`src/rtl/cordic_pkg.sv`:
```
// cordic_pkg: definitions shared by the CORDIC wrapper blocks.
//   quad_t    - sign-based quadrant code {y_sign, x_sign}
//   ANGLE_PI  - +/-pi at the default 16-bit angle width (MSB-only pattern)
//   sat_neg   - two's-complement negate that saturates the most-negative code
package cordic_pkg;

    typedef enum logic [1:0] {
        QUAD_Q1 = 2'b00,
        QUAD_Q2 = 2'b01,
        QUAD_Q4 = 2'b10,
        QUAD_Q3 = 2'b11
    } quad_t;

    localparam int ANGLE_W = 16;
    localparam logic [ANGLE_W-1:0] ANGLE_PI = {1'b1, {(ANGLE_W-1){1'b0}}};

    // Works on any width w <= 32. The caller sign-extends to 32 bits and
    // truncates the result back. Only the most-negative code of width w
    // would overflow, so it maps to +max.
    function automatic logic signed [31:0] sat_neg(input logic signed [31:0] v,
                                                   input int unsigned       w);
        logic signed [31:0] v_max;
        v_max = (32'sd1 <<< (w - 1)) - 32'sd1;
        if (v < -v_max)
            return v_max;
        return -v;
    endfunction

endpackage

```
`src/rtl/vqc_delay_line.sv`:
```
// vqc_delay_line: fixed-depth, free-running shift register with async reset.
//   i_clk   - clock
//   i_rst_n - async active-low reset, clears every stage
//   i_d     - head input, loaded every cycle
//   o_q     - tail output, i_d delayed by DEPTH cycles
module vqc_delay_line #(
    parameter int DEPTH = 16,
    parameter int WIDTH = 3
) (
    input  logic             i_clk,
    input  logic             i_rst_n,
    input  logic [WIDTH-1:0] i_d,
    output logic [WIDTH-1:0] o_q
);

    logic [WIDTH-1:0] r_pipe [DEPTH];

    always_ff @(posedge i_clk or negedge i_rst_n) begin
        if (!i_rst_n) begin
            for (int i = 0; i < DEPTH; i++)
                r_pipe[i] <= '0;
        end else begin
            r_pipe[0] <= i_d;
            for (int i = 1; i < DEPTH; i++)
                r_pipe[i] <= r_pipe[i-1];
        end
    end

    assign o_q = r_pipe[DEPTH-1];

endmodule

```
`src/rtl/vec_quad_corr.sv`:
```
// vec_quad_corr: quadrant pre-fold / angle post-correction around a
// vectoring-mode CORDIC core.
//   Pre stage : folds left-half-plane samples by pi, so the core only sees x >= 0,
//               and emits the quad code {y_sign, x_sign}.
//   Delay line: carries {valid, quad} alongside the core's latency.
//   Post stage: adds pi (MSB flip) to the core angle when the sample was folded.
// Ports:
//   clk, nreset            - clock, async active-low reset
//   enable, x_in, y_in     - input sample and its valid
//   x_out, y_out,
//   valid_out, quad_out    - folded sample to the core (1-cycle latency)
//   angle_in               - raw core angle, aligned with the delay-line tail
//   angle_out, quad_res,
//   angle_valid            - corrected angle (total latency CORDIC_STAGES+2)
//   core_valid_in          - core output valid (only with VQC_ALIGN_CHK_EN)
//   align_err              - sticky tail/core valid mismatch (0 without VQC_ALIGN_CHK_EN)
// Build option: define VQC_ALIGN_CHK_EN to enable the alignment checker.
// DATA_WIDTH must not exceed 32 (limit of the shared negate helper).
module vec_quad_corr
    import cordic_pkg::*;
#(
    parameter int DATA_WIDTH    = 16,
    parameter int ANGLE_WIDTH   = 16,
    parameter int CORDIC_STAGES = 16
) (
    input  logic                          clk,
    input  logic                          nreset,
    input  logic                          enable,
    input  logic signed [DATA_WIDTH-1:0]  x_in,
    input  logic signed [DATA_WIDTH-1:0]  y_in,
    output logic signed [DATA_WIDTH-1:0]  x_out,
    output logic signed [DATA_WIDTH-1:0]  y_out,
    output logic                          valid_out,
    output logic [1:0]                    quad_out,
    input  logic [ANGLE_WIDTH-1:0]        angle_in,
    output logic [ANGLE_WIDTH-1:0]        angle_out,
    output logic [1:0]                    quad_res,
    output logic                          angle_valid,
`ifdef VQC_ALIGN_CHK_EN
    input  logic                          core_valid_in,
`endif
    output logic                          align_err
);

    localparam logic [ANGLE_WIDTH-1:0] L_PI = {1'b1, {(ANGLE_WIDTH-1){1'b0}}};

    logic signed [DATA_WIDTH-1:0]  r_x_out;
    logic signed [DATA_WIDTH-1:0]  r_y_out;
    logic                          r_valid_out;
    quad_t                         r_quad_out;
    logic [ANGLE_WIDTH-1:0]        r_angle_out;
    logic [1:0]                    r_quad_res;
    logic                          r_angle_valid;

    logic signed [DATA_WIDTH-1:0]  w_x_neg;
    logic signed [DATA_WIDTH-1:0]  w_y_neg;
    logic                          w_x_is_neg;
    logic [2:0]                    w_tail;
    logic                          w_tail_valid;
    logic [1:0]                    w_tail_quad;

    assign w_x_is_neg = x_in[DATA_WIDTH-1];
    assign w_x_neg    = DATA_WIDTH'(sat_neg(32'(x_in), DATA_WIDTH));
    assign w_y_neg    = DATA_WIDTH'(sat_neg(32'(y_in), DATA_WIDTH));

    // Pre stage: data loads every cycle; only valid_out qualifies it.
    always_ff @(posedge clk or negedge nreset) begin
        if (!nreset) begin
            r_x_out     <= '0;
            r_y_out     <= '0;
            r_valid_out <= 1'b0;
            r_quad_out  <= QUAD_Q1;
        end else begin
            r_valid_out <= enable;
            r_quad_out  <= quad_t'({y_in[DATA_WIDTH-1], x_in[DATA_WIDTH-1]});
            if (w_x_is_neg) begin
                r_x_out <= w_x_neg;
                r_y_out <= w_y_neg;
            end else begin
                r_x_out <= x_in;
                r_y_out <= y_in;
            end
        end
    end

    vqc_delay_line #(
        .DEPTH (CORDIC_STAGES),
        .WIDTH (3)
    ) u_delay_line (
        .i_clk   (clk),
        .i_rst_n (nreset),
        .i_d     ({r_valid_out, r_quad_out}),
        .o_q     (w_tail)
    );

    assign w_tail_valid = w_tail[2];
    assign w_tail_quad  = w_tail[1:0];

    // Post stage: quad bit 0 records the fold, so undo it by adding pi.
    always_ff @(posedge clk or negedge nreset) begin
        if (!nreset) begin
            r_angle_out   <= '0;
            r_quad_res    <= 2'b00;
            r_angle_valid <= 1'b0;
        end else begin
            r_angle_valid <= w_tail_valid;
            r_quad_res    <= w_tail_quad;
            r_angle_out   <= w_tail_quad[0] ? (angle_in ^ L_PI) : angle_in;
        end
    end

`ifdef VQC_ALIGN_CHK_EN
    logic r_align_err;

    always_ff @(posedge clk or negedge nreset) begin
        if (!nreset)
            r_align_err <= 1'b0;
        else if (w_tail_valid != core_valid_in)
            r_align_err <= 1'b1;
    end

    assign align_err = r_align_err;
`else
    assign align_err = 1'b0;
`endif

    assign x_out       = r_x_out;
    assign y_out       = r_y_out;
    assign valid_out   = r_valid_out;
    assign quad_out    = r_quad_out;
    assign angle_out   = r_angle_out;
    assign quad_res    = r_quad_res;
    assign angle_valid = r_angle_valid;

endmodule

```
`config.mk`:
```
export PLATFORM = sky130hd
export DESIGN_NAME = vec_quad_corr
export DESIGN_NICKNAME = d
export VERILOG_FILES = /design/src/rtl/cordic_pkg.sv /design/src/rtl/vqc_delay_line.sv /design/src/rtl/vec_quad_corr.sv
export SDC_FILE = /design/constraint.sdc
export NUM_CORES = 1
export LEC_CHECK = 0
export ABC_AREA = 1
export BUFFER_PORTS_ARGS = -buffer_cell sky130_fd_sc_hd__buf_4
export CORE_MARGIN = 4
export CORE_UTILIZATION = 40
export CTS_CLUSTER_DIAMETER = 100
export CTS_CLUSTER_SIZE = 40
export DETAILED_ROUTE_END_ITERATION = 10
export PLACE_DENSITY = 0.67
export SLEW_MARGIN = 15
export SYNTH_ARGS = -nofsm -noshare
export SYNTH_HDL_FRONTEND = slang
export SYNTH_SLANG_ARGS = --single-unit
```
`constraint.sdc`:
```
create_clock -name clk -period 0.8 [get_ports clk]
set_clock_uncertainty 0.05 [all_clocks]
set_input_delay 0.04 -clock clk [delete_from_list [all_inputs] [get_ports clk]]
set_output_delay 0.04 -clock clk [all_outputs]
set_load 0.01 [all_outputs]
```
==> flow_summary.ini, run 1 <==
[status]
outcome = complete, but fails checks
violations = hold timing, setup timing

[final_layout]
drive_gt1_frac = 0.398
fin_nets = 575
final_area_um2 = 5900
area_delta_synth_final_pct = 62.6
diodes = 0
fin_util = 0.673

[pwr]
p_sw_frac = 0.246
ir_worst_vdd_v = 0.00100
internal_power_mw = 7.74
powerDensity_nw_per_um2 = 1740
p_clk_frac = 0.288
combinationalPowerShare = 0.167
seqPwrFrac = 0.545
p_leak_nw = 2.93
p_sw_mw = 2.52

[cts]
cts_root_buf = clkbuf_8
cts_buffers = 9
cts.sinks = 102
path_clk_slew_ps = 90
cts_tree = yes
clkLatencyLatePin_ps = 350
htree_levels = 3
clock_path_buffers = 2

[sta]
post-route-min-period_ps = 970
setup_viol = 57
grt_setup_unrepaired = yes
setup_tns_ps = -7540
drv_slew = 0
hold_viol = 7
holdWs_ps = -121
period_share = 1.21
finalWorstSetupSlack_ps = -170
fmax_ghz = 1.03

[placement]
hpwl_um = 5850
portBuffers = 104
place.gp.congestion = 0.843
place_area_um2 = 5110

[floorplan]
core-area_um2 = 8760
dieWidth_um = 103
rows = 34
die_area_um2 = 10700
die_y_um = 103
initial_utilization = 0.414
ios = 106

[synthesis]
netlist_instances = 331
postSynthAreaPerCell_um2 = 11.0
ys_types = 29
synth_fp_nets = 386
async_reset_ff_frac = 1.00
synth-edff-count = 0
synth_top_area_frac = 0.703
ys_ff_latch = 102
synthTopCellsByArea = dfrtp_1, nand2_1, nand3_1
yosys.area.top_type = dfrtp_1
yosys_warnings = 0
netlist_area_um2 = 3630
ys.flop_type = dfrtp_1
yosysSeqAreaShare = 0.703

[worst_setup_path]
critPathRequiredTime_ps = 710
crit_path_end_kind = output pin
critPathBufInv = 1
max_stage_delay_ps = 410
setup.worst_path.class = reg2out
cpMaxStageDelayCell = dfrtp_1
cpLargestDelayFamily = flip-flops
r2r-start = u_delay_line.o_q[0]
cp_cell_sequence = buf_6
arrival_ps = 880
cp_max_fo = 1
start_kind = flop
crit_start = x_out[12]

[global_routing]
grt_first_pass_wirelength_um = 13600
grt_pass1_vias = 3088
grt_max_degree = 40
antenna_found_initial = 0
overflow = 0
track_usage = 0.165

[route]
top_layer = met4
viasPerCell = 4.67
wl_met1_um = 3490
wl_per_cell_um = 13.1
first_pass_iters = 4
ant_nets = 0
routed_wl_um = 8280
route.detailed.drc = 0
drt-initial-drc-count = 115
wl_met3_um = 686
vias = 2953
met2_length_um = 4030

[flow_run]
maxCapViolCount = 0

[min_path]
hp-start = x_in[7]
hold_path_class = in2reg
[kinds of logic after synthesis]
group | count (synthesis) | share of synthesized area
XOR/XNOR | 3 | 0.00724
adder cells (fa/ha/maj) | 4 | 0.0138
other | 1 | 0.00103
buffers and inverters | 41 | 0.0489
AO/OA/AOI/OAI | 12 | 0.0193
AND/OR/NAND/NOR | 168 | 0.206
flip-flops | 102 | 0.703
[sequential cells by signal, indices dropped and copies added (netlist names)]
signal / flops
angle_out: 16
angle_valid: 1
quad_out: 2
quad_res: 2
u_delay_line.o_q: 3
u_delay_line.r_pipe: 45
valid_out: 1
x_out: 16
y_out: 16
[Yosys cell counts (2+ instances only)]
| master | instances |
|---|---|
| xor2_1 | 2 |
| inv_1 | 28 |
| o21ai_1 | 5 |
| ha_1 | 4 |
| buf_2 | 4 |
| nand4_1 | 2 |
| nand3_1 | 52 |
| o21ai_2 | 2 |
| nor2_1 | 26 |
| o21ai_0 | 3 |
| nor2_2 | 3 |
| nand2_1 | 76 |
| inv_2 | 5 |
| dfrtp_1 | 102 |
| buf_6 | 2 |
| or2_0 | 2 |
[stage by stage]
step | power, mW | hold slack [ps] | setup WS [ps] | instances
3_3_place_gp | 7.08 | 8.11 | -304 | 579
5_1_grt | 10.9 | -148 | -229 | 633
3_5_place_dp | 7.11 | 4.19 | -339 | 579
2_1_floorplan | 6.16 | -306 | -63.0 | 331
6_report | 10.3 | -121 | -170 | 633
4_1_cts | 10.4 | -140 | -196 | 635
[final cells by class]
class / count / area, um^2
Fill cell: 673 / 2860
Sequential cell: 102 / 2550
Timing Repair Buffer: 185 / 1770
Multi-Input combinational cell: 188 / 1070
Inverter: 34 / 186
Clock buffer: 12 / 155
Tap cell: 108 / 135
Clock inverter: 4 / 30.0
[repair_timing]
action | CTS | global route
gates resized for setup | 54 | 6
endpoints found under the hold margin | 148 | 9
pin swaps | 0 | 5
setup endpoints to repair | 54 | 61
gates cloned | 0 | 0
hold buffers | 40 | 1
buffers inserted | 0 | 1
[per-layer routing]
layer	vias to the layer above	global-route usage
li1	1421	-
met5	-	0
met3	8	0.0644
met4	0	0.0438
met2	101	0.263
met1	1423	0.212
[worst min-delay path: cells and delay by family]
| family | cells | cell delay (ps) |
|---|---|---|
| AND/OR/NAND/NOR | 2 | 110 |
| buffers and inverters | 1 | 100 |
[cells in the final DEF (no fill, tap or decap), types with 2 or more instances in the layout]
master,instances
buf_12,6
or2_0,2
dfrtp_1,102
clkbuf_8,11
nand3_2,11
buf_6,56
inv_12,2
inv_16,2
nor2_2,5
xor2_1,2
nor2_4,5
clkinv_2,2
nand2_2,5
o21ai_1,5
nand3_1,42
buf_4,85
dlygate4sd3_1,38
o21ai_0,3
ha_4,3
nand2_1,71
inv_2,6
nor2_1,19
nand4_1,2
inv_1,23
o21ai_4,2
[power by group through the flow]
stage	Clock (mW)	Sequential [mW]	Combinational, mW
6_report	2.96	5.59	1.71
5_1_grt	3.39	5.62	1.87
4_1_cts	3.11	5.60	1.72
3_5_place_dp	0	5.65	1.45
3_3_place_gp	0	5.65	1.43
2_1_floorplan	0	5.74	0.420
[final timing paths]
path                       slack (ps)                       to  cells after the start
max                              -170                x_out[12]                      1
max reg2reg                       100            angle_out[15]                      1
max in group asynchronous         290                 x_out[8]                      3
min                              -120                 x_out[7]                      3
min in group asynchronous         190                y_out[11]                      3
min reg2reg                       300  u_delay_line.r_pipe[40]                      0
Note: power is estimated with default switching activity, not from simulation.
==> run 2: changes to the inputs <==
==> constraint.sdc (replaced) <==
create_clock -name clk -period 0.8 [get_ports clk]
set_clock_uncertainty 0.05 [all_clocks]
set_input_delay 0.12 -clock clk [delete_from_list [all_inputs] [get_ports clk]]
set_output_delay 0.12 -clock clk [all_outputs]
set_load 0.01 [all_outputs]
==> flow_summary.ini, run 2 (synthesis results as in run 1) <==
[status]
outcome = complete, but fails checks
violations = setup timing

[worst_setup_path]
start_kind = flop
critPathRequiredTime_ps = 630
r2r_end = angle_out[15]
setup.worst_path.class = reg2out
cp_max_fo = 2
max_stage_delay_ps = 410
critPathBufInv = 1
arrival_ps = 900
reg2reg_slack_ps = 90
r2r-start = u_delay_line.o_q[0]
cp_cell_sequence = buf_6
cpMaxStageDelayCell = dfrtp_1
rr_worst_depth = 1
cpLargestDelayFamily = flip-flops
crit_path_end_kind = output pin
worst-path-stages = 1

[min_path]
hold_depth = 3
holdPathEnd = x_out[15]
hold_path_class = in2reg
hp-start = x_in[13]

[cts]
htree_levels = 3
postCtsHoldBufs = 31
cts_tree = yes
cts_buffers = 9
cts_root_buf = clkbuf_8
path_clk_slew_ps = 100
cts.sinks = 102
clock_path_buffers = 2
clkLatencyLatePin_ps = 360

[sta]
holdWs_ps = 3.75
grt_setup_unrepaired = yes
hold_viol = 0
drv_slew = 0
setup_viol = 55
finalWorstSetupSlack_ps = -272
setup_tns_ps = -12940
fmax_ghz = 0.933
period_share = 1.34
post-route-min-period_ps = 1070

[global_routing]
track_usage = 0.169
grt_pass1_vias = 3010
grt_first_pass_wirelength_um = 13900
antenna_found_initial = 0
overflow = 0
grt_max_degree = 53

[placement]
portBuffers = 104
place_area_um2 = 5120
place.gp.congestion = 0.809
numPlacedInstances = 581
pre_cts_ws_ps = -435
hpwl_um = 5840

[final_layout]
diodes = 0
final_area_um2 = 6050
fin_nets = 578
fin_util = 0.691
largest_register = u_delay_line.r_pipe
final_common_cell = dfrtp_1
seq_area_um2 = 2550
fillers = 636
drive_gt1_frac = 0.460
multi_input_area_um2 = 1190
largest_register_ffs = 45
area_delta_synth_final_pct = 66.8
stdcell_count = 636
layout_common_cells = dfrtp_1, buf_4, nand2_1, buf_6, nand3_1

[route]
ant_nets = 0
vias = 2981
wl_per_cell_um = 13.6
route.detailed.drc = 0
first_pass_iters = 5
viasPerCell = 4.69
routed_wl_um = 8650
drt-initial-drc-count = 160

[pwr]
ir_worst_vdd_v = 0.000993
powerDensity_nw_per_um2 = 1780
p_leak_nw = 3.01
p_total_mw = 10.8

[floorplan]
die_area_um2 = 10700
core-area_um2 = 8760
ios = 106
initial_utilization = 0.414
dieWidth_um = 103
rows = 34
die_y_um = 103

[flow_run]
maxCapViolCount = 0
==> run 2: changes by cell type in the layout (fill, tap and decap cells not counted), moves of 3 or more <==
cell	before	now
nor2_1	19	11
nand2_2	5	13
buf_6	56	59
dlygate4sd3_1	38	29
nand2_1	71	62
nor2_2	5	9
buf_4	85	93
nand3_1	42	37
nand3_2	11	15
nor2_4	5	9
==> run 2: timing repair <==
action / 4_1_cts / 5_1_grt
gates resized for setup: 58 / 34
buffers inserted: 2 / 6
pin swaps: 3 / 16
gates cloned: 0 / 0
hold endpoints to repair: 133 / 1
endpoints found under the setup margin: 59 / 78
==> run 2: layer usage <==
metal | global-route usage | share of wire | vias to the layer above | routed length [um]
li1 | - | - | 1428 | -
met1 | 0.213 | 0.40 | 1443 | 3470
met2 | 0.273 | 0.51 | 94 | 4400
met3 | 0.0523 | 0.070 | 16 | 608
met4 | 0.0677 | 0.020 | 0 | 169
met5 | 0 | 0 | - | 0
==> run 2: layout make-up <==
class | count | share of cell area
clock inverter | 7 | 0.0153
clock buffer | 9 | 0.0205
inverter | 34 | 0.0308
tap | 108 | 0.0223
multi-input combinational | 188 | 0.197
timing repair buffer | 188 | 0.293
sequential | 102 | 0.422
==> run 2: report_power, final <==
| part | switching [mW] | internal [mW] |
|---|---|---|
| Combinational | 0.793 | 0.987 |
| Sequential | 0.132 | 5.46 |
| Clock | 1.87 | 1.53 |
==> run 2: how the worst max path moves through the flow <==
| stage | startpoint | end | slack [ps] |
|---|---|---|---|
| 5_1_grt | quad_out[1] | quad_out[1] | -320 |
| 6_report | quad_out[1] | quad_out[1] | -270 |
| 3_5_place_dp | y_in[1] | y_out[13] | -440 |
| 4_1_cts | quad_out[1] | quad_out[1] | -300 |
| 2_1_floorplan | y_in[1] | y_out[10] | -140 |
| 3_3_place_gp | y_in[1] | y_out[15] | -400 |
